$ cat src/rtl/reorder_buffer_if.sv
// Handshake bundle between the rename/writeback/commit logic and the reorder buffer.
// master = the core side that allocates, completes and accepts retirements;
// slave  = the reorder buffer itself.
interface reorder_buffer_if #(
    parameter int IDX_W  = 4,
    parameter int PREG_W = 6,
    parameter int AREG_W = 5
);
    logic              alloc_valid;
    logic              alloc_has_dest;
    logic [AREG_W-1:0] alloc_dr;
    logic [PREG_W-1:0] alloc_dr_p;
    logic [PREG_W-1:0] alloc_old_dr;
    logic              alloc_ready;
    logic [IDX_W-1:0]  alloc_rob_idx;

    logic              cmpl_valid;
    logic [IDX_W-1:0]  cmpl_rob_idx;

    logic              retire_valid;
    logic              retire_ready;
    logic              retire_has_dest;
    logic [AREG_W-1:0] retire_dr;
    logic [PREG_W-1:0] retire_dr_p;
    logic [PREG_W-1:0] retire_old_dr;

    modport master (
        output alloc_valid, alloc_has_dest, alloc_dr, alloc_dr_p, alloc_old_dr,
        input  alloc_ready, alloc_rob_idx,
        output cmpl_valid, cmpl_rob_idx,
        input  retire_valid, retire_has_dest, retire_dr, retire_dr_p, retire_old_dr,
        output retire_ready
    );

    modport slave (
        input  alloc_valid, alloc_has_dest, alloc_dr, alloc_dr_p, alloc_old_dr,
        output alloc_ready, alloc_rob_idx,
        input  cmpl_valid, cmpl_rob_idx,
        output retire_valid, retire_has_dest, retire_dr, retire_dr_p, retire_old_dr,
        input  retire_ready
    );
endinterface

$ cat src/rtl/reorder_buffer.sv
// Circular in-order reorder buffer. Entries are allocated at the tail in program
// order, marked done by out-of-order writeback, and retired from the head one per
// cycle, handing the stale physical mapping back to the free pool.
module reorder_buffer #(
    parameter int DEPTH  = 16,
    parameter int IDX_W  = 4,
    parameter int PREG_W = 6,
    parameter int AREG_W = 5
) (
    input  logic            clk,
    input  logic            rstn,
    reorder_buffer_if.slave rob,
    output logic [IDX_W:0]  count,
    output logic            empty
);
    localparam logic [IDX_W:0] FULL_COUNT = (IDX_W+1)'(DEPTH);

    logic [DEPTH-1:0]  valid_q;
    logic [DEPTH-1:0]  done_q;
    logic [DEPTH-1:0]  has_dest_q;
    logic [AREG_W-1:0] dr_q     [DEPTH];
    logic [PREG_W-1:0] dr_p_q   [DEPTH];
    logic [PREG_W-1:0] old_dr_q [DEPTH];
    logic [IDX_W-1:0]  head_q;
    logic [IDX_W-1:0]  tail_q;
    logic [IDX_W:0]    count_q;

    logic alloc_fire;
    logic retire_fire;
    logic cmpl_hit;
    logic head_live;

    assign count             = count_q;
    assign empty             = (count_q == '0);
    assign rob.alloc_ready   = (count_q != FULL_COUNT);
    assign rob.alloc_rob_idx = tail_q;

    // Head view: retire is held off while reset is asserted, and the head fields
    // read as zero whenever the head slot holds no instruction.
    always_comb begin
        head_live           = valid_q[head_q];
        rob.retire_valid    = rstn && head_live && done_q[head_q];
        rob.retire_has_dest = head_live && has_dest_q[head_q];
        rob.retire_dr       = head_live ? dr_q[head_q]     : '0;
        rob.retire_dr_p     = head_live ? dr_p_q[head_q]   : '0;
        rob.retire_old_dr   = head_live ? old_dr_q[head_q] : '0;
    end

    // Handshake qualifiers; a completion only counts when it lands on a live entry.
    always_comb begin
        alloc_fire  = rob.alloc_valid && (count_q != FULL_COUNT);
        retire_fire = rob.retire_valid && rob.retire_ready;
        cmpl_hit    = rob.cmpl_valid && valid_q[rob.cmpl_rob_idx];
    end

    // Control state: completion first, then retire and allocate so that a fresh
    // allocation always starts with done cleared.
    always_ff @(posedge clk) begin
        if (!rstn) begin
            valid_q <= '0;
            done_q  <= '0;
            head_q  <= '0;
            tail_q  <= '0;
            count_q <= '0;
        end else begin
            if (cmpl_hit) begin
                done_q[rob.cmpl_rob_idx] <= 1'b1;
            end
            if (retire_fire) begin
                valid_q[head_q] <= 1'b0;
                done_q[head_q]  <= 1'b0;
                head_q          <= head_q + IDX_W'(1);
            end
            if (alloc_fire) begin
                valid_q[tail_q] <= 1'b1;
                done_q[tail_q]  <= 1'b0;
                tail_q          <= tail_q + IDX_W'(1);
            end
            case ({alloc_fire, retire_fire})
                2'b10:   count_q <= count_q + (IDX_W+1)'(1);
                2'b01:   count_q <= count_q - (IDX_W+1)'(1);
                default: count_q <= count_q;
            endcase
        end
    end

    // Payload capture at the tail; the valid bit decides whether it is meaningful.
    always_ff @(posedge clk) begin
        if (alloc_fire) begin
            has_dest_q[tail_q] <= rob.alloc_has_dest;
            dr_q[tail_q]       <= rob.alloc_dr;
            dr_p_q[tail_q]     <= rob.alloc_dr_p;
            old_dr_q[tail_q]   <= rob.alloc_old_dr;
        end
    end
endmodule

$ cat src/flat_wrapper.sv
// flat-port wrapper written by rule: the top's interface ports become plain ports
module reorder_buffer_flat 
#(
    parameter int DEPTH  = 16,
    parameter int IDX_W  = 4,
    parameter int PREG_W = 6,
    parameter int AREG_W = 5
)
  (clk, rstn, count, empty, rob_alloc_valid, rob_alloc_has_dest, rob_alloc_dr, rob_alloc_dr_p, rob_alloc_old_dr, rob_alloc_ready, rob_alloc_rob_idx, rob_cmpl_valid, rob_cmpl_rob_idx, rob_retire_valid, rob_retire_has_dest, rob_retire_dr, rob_retire_dr_p, rob_retire_old_dr, rob_retire_ready);
  reorder_buffer_if #(.IDX_W(IDX_W), .PREG_W(PREG_W), .AREG_W(AREG_W)) rob_i ();
  input  logic clk;
  input  logic rstn;
  output logic [IDX_W:0] count;
  output logic empty;
  input wire logic [$bits(rob_i.alloc_valid)-1:0] rob_alloc_valid;
  input wire logic [$bits(rob_i.alloc_has_dest)-1:0] rob_alloc_has_dest;
  input wire logic [$bits(rob_i.alloc_dr)-1:0] rob_alloc_dr;
  input wire logic [$bits(rob_i.alloc_dr_p)-1:0] rob_alloc_dr_p;
  input wire logic [$bits(rob_i.alloc_old_dr)-1:0] rob_alloc_old_dr;
  output wire logic [$bits(rob_i.alloc_ready)-1:0] rob_alloc_ready;
  output wire logic [$bits(rob_i.alloc_rob_idx)-1:0] rob_alloc_rob_idx;
  input wire logic [$bits(rob_i.cmpl_valid)-1:0] rob_cmpl_valid;
  input wire logic [$bits(rob_i.cmpl_rob_idx)-1:0] rob_cmpl_rob_idx;
  output wire logic [$bits(rob_i.retire_valid)-1:0] rob_retire_valid;
  output wire logic [$bits(rob_i.retire_has_dest)-1:0] rob_retire_has_dest;
  output wire logic [$bits(rob_i.retire_dr)-1:0] rob_retire_dr;
  output wire logic [$bits(rob_i.retire_dr_p)-1:0] rob_retire_dr_p;
  output wire logic [$bits(rob_i.retire_old_dr)-1:0] rob_retire_old_dr;
  input wire logic [$bits(rob_i.retire_ready)-1:0] rob_retire_ready;
  assign rob_i.alloc_valid = rob_alloc_valid;
  assign rob_i.alloc_has_dest = rob_alloc_has_dest;
  assign rob_i.alloc_dr = rob_alloc_dr;
  assign rob_i.alloc_dr_p = rob_alloc_dr_p;
  assign rob_i.alloc_old_dr = rob_alloc_old_dr;
  assign rob_alloc_ready = rob_i.alloc_ready;
  assign rob_alloc_rob_idx = rob_i.alloc_rob_idx;
  assign rob_i.cmpl_valid = rob_cmpl_valid;
  assign rob_i.cmpl_rob_idx = rob_cmpl_rob_idx;
  assign rob_retire_valid = rob_i.retire_valid;
  assign rob_retire_has_dest = rob_i.retire_has_dest;
  assign rob_retire_dr = rob_i.retire_dr;
  assign rob_retire_dr_p = rob_i.retire_dr_p;
  assign rob_retire_old_dr = rob_i.retire_old_dr;
  assign rob_i.retire_ready = rob_retire_ready;
  reorder_buffer #(.DEPTH(DEPTH), .IDX_W(IDX_W), .PREG_W(PREG_W), .AREG_W(AREG_W)) u_core (.clk(clk), .rstn(rstn), .rob(rob_i), .count(count), .empty(empty));
endmodule
$ cat config.mk
export PLATFORM = sky130hd
export DESIGN_NAME = reorder_buffer_flat
export DESIGN_NICKNAME = d
export VERILOG_FILES = /design/src/rtl/reorder_buffer_if.sv /design/src/rtl/reorder_buffer.sv /design/src/flat_wrapper.sv
export SDC_FILE = /design/constraint.sdc
export NUM_CORES = 1
export LEC_CHECK = 0
export BUFFER_PORTS_ARGS = -buffer_cell sky130_fd_sc_hd__buf_2
export CAP_MARGIN = 20
export CORE_MARGIN = 3
export CORE_UTILIZATION = 45
export DETAILED_ROUTE_END_ITERATION = 10
export GPL_ROUTABILITY_DRIVEN = 0
export PLACE_DENSITY = 0.59
export SLEW_MARGIN = 20
export SYNTH_ARGS = -nofsm -noshare
export SYNTH_HDL_FRONTEND = slang
export SYNTH_SLANG_ARGS = --single-unit
export TNS_END_PERCENT = 20
$ cat constraint.sdc
create_clock -name clk -period 4.95 [get_ports clk]
set_clock_uncertainty 0.2 [all_clocks]
set_input_delay 0.2475 -clock clk [delete_from_list [all_inputs] [get_ports clk]]
set_output_delay 0.2475 -clock clk [all_outputs]
set_load 0.01 [all_outputs]
======== Yosys cells after proc, flatten, opt, wreduce, memory -nomap -nowiden ========
Memory sizes are Yosys's and may differ from the RTL's. A register that Yosys moved wholly into a read port is not among the register bits.
Index checks and enable logic that the tools add are counted.
word-level totals
  register bits after elaboration ......... 61
  memory bits (writable) .................. 272
  bits of input ports ..................... 27
  output and inout port bits .............. 30
  word-level logic and storage cells ...... 75
  memories kept ........................... 3
memories
  name             depth  bits a word  read ports  clocked after Yosys merged registers in  wr ports  line                  text
  u_core.dr_p_q    16     6            1           1                                        1         reorder_buffer.sv:22  logic [PREG_W-1:0] dr_p_q [DEPTH];
  u_core.old_dr_q  16     6            1           1                                        1         reorder_buffer.sv:23  logic [PREG_W-1:0] old_dr_q [DEPTH];
  u_core.dr_q      16     5            1           1                                        1         reorder_buffer.sv:21  logic [AREG_W-1:0] dr_q [DEPTH];
cells by class
  $add $sub $neg .......................... 4
  $lt $le $gt $ge ......................... 6
  equality and inequality tests ........... 3
  multiplexer cells ....................... 35
  bitwise gates (word level) .............. 7
  reductions and logical operators ........ 11
operators with widths
  kind                   count
  $mux W16               8
  $and A16 B16 Y16       3
  $not A16 Y16           2
  $or A16 B16 Y16        2
  $mux W4                6
  $bmux W1 S4            4
  $bwmux W16             1
  $lt A4 B5 Y1 const B   3
  $demux W1 S4           3
  $ge A4 B1 Y1 const B   3
  $mux W6                2
  $pmux W5 S2            1
  $logic_and A1 B1 Y1    9
  $mux W1                9
  $add A4 B1 Y4 const B  2
  $add A5 B1 Y5 const B  1
  $logic_not A5 Y1       1
  $mux W5                1
  $ne A5 B5 Y1 const B   1
  $sub A5 B1 Y5 const B  1
  $eq A2 B1 Y1 const B   1
  $eq A2 B2 Y1 const B   1
  $reduce_bool A2 Y1     1

======== Logic depth before layout (Yosys ltp) ========
  word-level depth ........................ 12
  gate-level depth with buffers ........... 14
  depth with buffers taken out ............ 12

======== Least setup slack after synthesis ========
Ideal clock, no wire load.
  path kind ............................... reg-to-reg
  from .................................... reg u_core.head_q[1]
  to ...................................... reg u_core.count_q[4] (netlist: u_core.count[4])
  setup time .............................. 0.071 ns
  data arrival time ....................... 3.074 ns
  path slack .............................. 1.605 ns
  stages on the path, launching flop included .. 13
  path buffers ............................ 1
  clock period less this slack ............ 3.345 ns
  cell sequence ........................... dfxtp_1 > buf_6 > mux4_2 > o21ai_1 > nor4_4 > ha_1 > xor2_1 > ha_1 > a211o_1 > a21oi_1 > a221oi_1 > or3_1 > a21oi_1
between the ends
  word-level cells in the longest chain between the ends .. 7
  elaborated cells between the ends (all ways) .. 11
  those cells by class .................... eq/ne (2); mux (5); reduce/logical (4)
RTL lines
  what                                                      line                  text
  from (decl)                                               reorder_buffer.sv:24  logic [IDX_W-1:0] head_q;
  from (signal assigned)                                    reorder_buffer.sv:72  head_q <= head_q + IDX_W'(1);
  $bmux W1 S4                                               reorder_buffer.sv:41  head_live = valid_q[head_q];
  $mux W1 (implied by the code)                             reorder_buffer.sv:41
  $logic_and A1 B1 Y1                                       reorder_buffer.sv:42  rob.retire_valid = rstn && head_live && done_q[head_q];
  $logic_and A1 B1 Y1 (*)                                   reorder_buffer.sv:42
  $logic_and A1 B1 Y1 (*)                                   reorder_buffer.sv:52  retire_fire = rob.retire_valid && rob.retire_ready;
  $eq A2 B1 Y1 / $eq A2 B2 Y1 (equally long branches)       reorder_buffer.sv:79  case ({alloc_fire, retire_fire})
  $pmux W5 S2 / $reduce_bool A2 Y1 (equally long branches)  n/a
  to (signal assigned)                                      reorder_buffer.sv:80  2'b10: count_q <= count_q + (IDX_W+1)'(1);
  to (signal assigned)                                      reorder_buffer.sv:81  2'b01: count_q <= count_q - (IDX_W+1)'(1);
  to (signal assigned)                                      reorder_buffer.sv:82  default: count_q <= count_q;
  to (decl)                                                 reorder_buffer.sv:26  logic [IDX_W:0] count_q;
Mark *: on every way between the ends. The rest lies on a longest branch, timed or not. The select of a mux whose other input is x is not followed.
A chain may end at the register's enable or synchronous reset.

======== Worst setup path after layout ========
Same ends and word-level chain as after synthesis.

==> flow_results.org <==
** Route
- For this block, the initial DRC count from the detailed router was 692.
- For this run, design rule violations remaining after detail routing come to 0.
- In the final routed layout, each cell accounts on average for 24.18 um.
- First-pass DRT Iterations :: 6
- Post-detailed-route count of antenna-violating nets :: 0
- Routed via count :: 7385
- Summed over all layers, the routed wires come to 30610 um.
- Using the TritonRoute via totals, the vias-per-cell ratio works out to 5.833.

** Worst setup path
- Critical path arrival :: 4.45 ns
- Worst setup path class :: register to register
- Library cell contributing the largest single delay on the critical path :: sky130_fd_sc_hd__dfxtp_1
- Type of element capturing the critical path :: register
- Worst R2R Path Depth :: 12
- The critical path goes through buf_4 -> mux4_2 -> o21ai_1 -> nor4_4 -> ha_1 -> xor2_1 -> ha_1 -> nor2_1 -> o32ai_1 -> a221oi_1 -> or3_1 -> a21oi_1.
- Category of cells accounting for the largest share of critical-path delay :: compound AO/OA/AOI/OAI gates
- CP Max Fanout :: 11
- Counting buffers and inverters, the worst setup path is 12 cells deep.
- R2R Path Start :: u_core.head_q[1]$_SDFFE_PN0N_
- Together, buffers and inverters on the worst path number 1.
- The critical path ends at u_core.count[4]$_SDFFE_PN0P_.
- R2R Path End :: u_core.count[4]$_SDFFE_PN0P_
- In this design, the stage delay of the slowest critical-path cell is 0.60 ns.
- Reg-to-reg setup timing slack :: 0.73 ns
- STA classifies the critical path startpoint as a register.
- By instance count, the cell type seen most on the critical path is sky130_fd_sc_hd__ha_1.
- At the worst endpoint, the required time is 5.17 ns.
- First element of the critical path :: u_core.head_q[1]$_SDFFE_PN0N_

** Global route
- Entering global routing, the biggest net connects 69 pins.
- Wire length of the first global-routing pass :: 46900 um
- The initial antenna violation count came to 0.
- Overall Global Routing Usage :: 0.1879
- Summed over all layers, the global routing overflow is 0.
- Vias in the first global route :: 7650

** STA
- Upper clock frequency limit :: 0.2368 GHz
- Final min period :: 4.224 ns
- Fin. max-slew vios :: 0
- Adding up every negative setup slack in the final design gives 0 ns.
- Worst Max-Slew Pin Slew :: 1.039 ns
- Final worst-path cycle share :: 0.8533
- Setup violations remaining at the end of the flow were counted as 0.
- RSZ-0062 raised after global routing :: no
- Hold Vio Cnt, Final :: 0
- In this run the tightest slew margin relative to its limit is 0.3076.

** CTS
- Clock-pin slew was measured on the worst setup and hold paths at 0.06 ns.
- Post-CTS repair changed the size of 0 cells.
- Buffers inserted to repair hold after CTS numbered 20.
- CTS built an H-tree with a depth of 2.
- Clk Latency, worst-skew pair :: 0.51 ns
- Counting the buffers created by CTS gives 36.
- The clock net in this run drives a total of 337 sinks.
- Clock tree synthesis selected as its root buffer the cell sky130_fd_sc_hd__clkbuf_16.
- No sink is reached through more buffers than the 3 on the longest clock path.
- TritonCTS clock tree :: done
- Count of buffers added by post-CTS timing repair for setup :: 0

** Finish
- Number of antenna repair diodes :: 0
- At the end of the flow, the number of nets in the layout was 887.
- Filler Cell Count :: 2390
- Relative to the synthesized area, the layout overhead comes to 15.49%.
- End-of-flow core utilization :: 0.5331
- Fraction of final layout cells sized beyond drive strength 1 :: 0.3014

** Pwr
- Dividing total power by cell area gives a power density of 375.8 nW/um2.
- Summing internal, switching and leakage power gives 6.001 mW.
- Leakage power figure :: 5.109 nW
- Worst ir drop on vdd :: 269.7 uV

** Status
- Status :: finished clean

** Floorplan
- Total I/O pin count :: 57
- Total number of placement rows :: 63
- The die covers 32860 um2.
- Placeable core region :: 29950 um2
- Measured along the y axis, the die boundary spans 181.3 um.
- For this configuration, the core starts out at a cell density of 0.4616.
- The die is 181.3 um wide.

** Placement
- Total half-perimeter wirelength after legalization and detailed placement :: 17470 um
- The count of buffers added on input and output ports is 56.

** Logic synthesis
- In the synthesized netlist, the number of instances is 758.
- The Yosys step of the flow raised 0 warnings.
- Synthesis instantiated 48 different standard cells from the library.
- The cell area that synthesis handed to floorplanning was 13830 um2.
- After synthesis the netlist holds a flip-flop and latch count of 337.
- Average cell area after synthesis :: 18.24 um2
- Synthesis produced a netlist with a net count of 797.
- The share of the Yosys chip area taken by registers is 0.6965.

** Job
- Max-cap violations in this run came to 0.

** Hold path
- Path class of the lowest-slack min-delay path :: primary input to register
==> cell usage after synthesis, drive strengths merged <==
library cell / number / share of area
edfxtp: 288 / 0.63
mux4: 99 / 0.16
dfxtp: 49 / 0.071
nand2: 45 / 0.012
nor3: 33 / 0.016
buf: 28 / 0.014
nor2: 28 / 0.0076
clkbuf: 21 / 0.0058
nor2b: 21 / 0.0095
o21ai: 20 / 0.0072
a22oi: 17 / 0.0092
nand3: 13 / 0.0047
ha: 12 / 0.011
mux2i: 11 / 0.0080
inv: 10 / 0.0027
nand4: 9 / 0.0041
a21oi: 7 / 0.0025
and2: 4 / 0.0018
nand2b: 4 / 0.0018
nor4: 4 / 0.0029
o211ai: 4 / 0.0022
xor2: 4 / 0.0025
and3: 3 / 0.0017
or3: 3 / 0.0014
a21boi: 2 / 0.0011
and4b: 2 / 0.0014
nor4b: 2 / 0.0013
or3b: 2 / 0.0013
xnor2: 2 / 0.0013
a211o: 1 / 0.00063
a221oi: 1 / 0.00063
a31oi: 1 / 0.00045
a41oi: 1 / 0.0012
and3b: 1 / 0.00063
and4: 1 / 0.00063
mux2: 1 / 0.00081
nand3b: 1 / 0.00054
nor3b: 1 / 0.00054
o32ai: 1 / 0.00063
or4: 1 / 0.00054
==> cells in the final DEF, fill, tap and decap left out, types with 2 or more instances in the layout <==
cell / n
sky130_fd_sc_hd__a22oi_1: 17
sky130_fd_sc_hd__bufinv_16: 4
sky130_fd_sc_hd__o21ai_0: 6
sky130_fd_sc_hd__and2_1: 4
sky130_fd_sc_hd__and3_1: 2
sky130_fd_sc_hd__buf_4: 24
sky130_fd_sc_hd__nand2b_1: 4
sky130_fd_sc_hd__clkbuf_1: 7
sky130_fd_sc_hd__clkinv_1: 10
sky130_fd_sc_hd__buf_2: 56
sky130_fd_sc_hd__nor2_2: 12
sky130_fd_sc_hd__nor3_1: 17
sky130_fd_sc_hd__mux2i_1: 11
sky130_fd_sc_hd__ha_1: 12
sky130_fd_sc_hd__nand3_1: 13
sky130_fd_sc_hd__nor3_2: 16
sky130_fd_sc_hd__xor2_1: 4
sky130_fd_sc_hd__dlygate4sd3_1: 20
sky130_fd_sc_hd__xnor2_1: 2
sky130_fd_sc_hd__a21boi_0: 2
sky130_fd_sc_hd__nor4_1: 3
sky130_fd_sc_hd__or3_1: 3
sky130_fd_sc_hd__nand4_1: 9
sky130_fd_sc_hd__clkbuf_16: 38
sky130_fd_sc_hd__inv_1: 10
sky130_fd_sc_hd__nor2_1: 16
sky130_fd_sc_hd__nor2b_1: 21
sky130_fd_sc_hd__mux4_2: 99
sky130_fd_sc_hd__a21oi_1: 7
sky130_fd_sc_hd__edfxtp_1: 288
sky130_fd_sc_hd__dfxtp_1: 47
sky130_fd_sc_hd__o211ai_1: 4
sky130_fd_sc_hd__clkinv_2: 6
sky130_fd_sc_hd__and4b_1: 2
sky130_fd_sc_hd__o21ai_1: 14
sky130_fd_sc_hd__nand2_1: 45
==> how the worst min path moves through the flow <==
stage / start / endpoint / slack (ns) / cells past startpoint
finish: rob_cmpl_rob_idx[2] / u_core.done_q[2]$_SDFF_PN0_ / 0.02 / 4
global route: rob_cmpl_rob_idx[2] / u_core.done_q[2]$_SDFF_PN0_ / 0.02 / 4
CTS: rob_cmpl_rob_idx[2] / u_core.done_q[2]$_SDFF_PN0_ / 0.04 / 4
detailed placement: u_core.valid_q[14]$_SDFF_PN0_ / u_core.valid_q[14]$_SDFF_PN0_ / 0.27 / 2
global placement: u_core.valid_q[11]$_SDFF_PN0_ / u_core.valid_q[11]$_SDFF_PN0_ / 0.28 / 2
floorplan: rob_alloc_dr_p[0] / u_core.dr_p_q[0][0]$_DFFE_PP_ / 0.15 / 0
==> sequential cells by signal, summed over array words and instances (netlist names), named ones only <==
signal / flops
u_core.rob.alloc_rob_idx: 4
u_core.head_q: 4
u_core.valid_q: 16
u_core.dr_q: 80
u_core.old_dr_q: 96
u_core.has_dest_q: 16
u_core.done_q: 16
u_core.dr_p_q: 96
u_core.count: 5
==> power by group <==
group          total (mW)  switching [mW]  internal (mW)
Clock                2.65            1.04           1.61
Combinational       0.223           0.139         0.0843
Sequential           3.13          0.0156           3.11
Total                6.00            1.19           4.81
==> worst min-delay path, cell delays in order <==
cell,delay [ns]
sky130_fd_sc_hd__buf_2,0.11
sky130_fd_sc_hd__nor4b_2,0.09
sky130_fd_sc_hd__a22oi_1,0.14
sky130_fd_sc_hd__nor3_1,0.07
==> cells by family (layout without fill, tap and decap cells) <==
family                     count (synthesis)  in the layout  share of synthesized area
and+or+nand+nor                          178            178                    0.07086
AOI/OAI and AO/OA                         55             55                    0.02579
DFF                                      337            337                     0.6965
xor gates and xnor gates                   6              6                   0.003801
buffers and inverters                     59            177                    0.02217
muxes                                    111            111                     0.1700
adders and majority gates                 12             12                    0.01086
==> stage by stage <==
| stage | cell area (um2) | instances | worst slack (ns) | hold WS, ns |
|---|---|---|---|---|
| floorplan | 13830 | 758 | 1.605 | 0.1464 |
| global placement | 14580 | 1180 | 1.036 | 0.2848 |
| detailed placement | 14580 | 1180 | 0.8335 | 0.2734 |
| CTS | 15960 | 1266 | 0.8103 | 0.03509 |
| global route | 15970 | 1266 | 0.4306 | 0.01943 |
| finish | 15970 | 1266 | 0.7263 | 0.01605 |
==> layout make-up <==
class                   count  area (um2)  share of cell area
flip-flops and latches    337        9634              0.6034
repair buffers            101       680.7             0.04263
well taps                 390       488.0             0.03056
multi-input cells         362        3946              0.2471
clock inverters            21       203.9             0.01277
clock buffers              45       977.2             0.06120
inverters                  10       37.54            0.002351
==> metal layers <==
| layer | global-route usage | wire, um | vias to the layer above | share of wire |
|---|---|---|---|---|
| li1 | - | - | 3242 | - |
| met1 | 0.2624 | 12950 | 3871 | 0.42 |
| met2 | 0.3114 | 15470 | 219 | 0.51 |
| met3 | 0.03221 | 1574 | 53 | 0.051 |
| met4 | 0.04662 | 616 | 0 | 0.020 |
| met5 | 0 | 0 | - | 0 |
(Power assumes the default switching activity.)
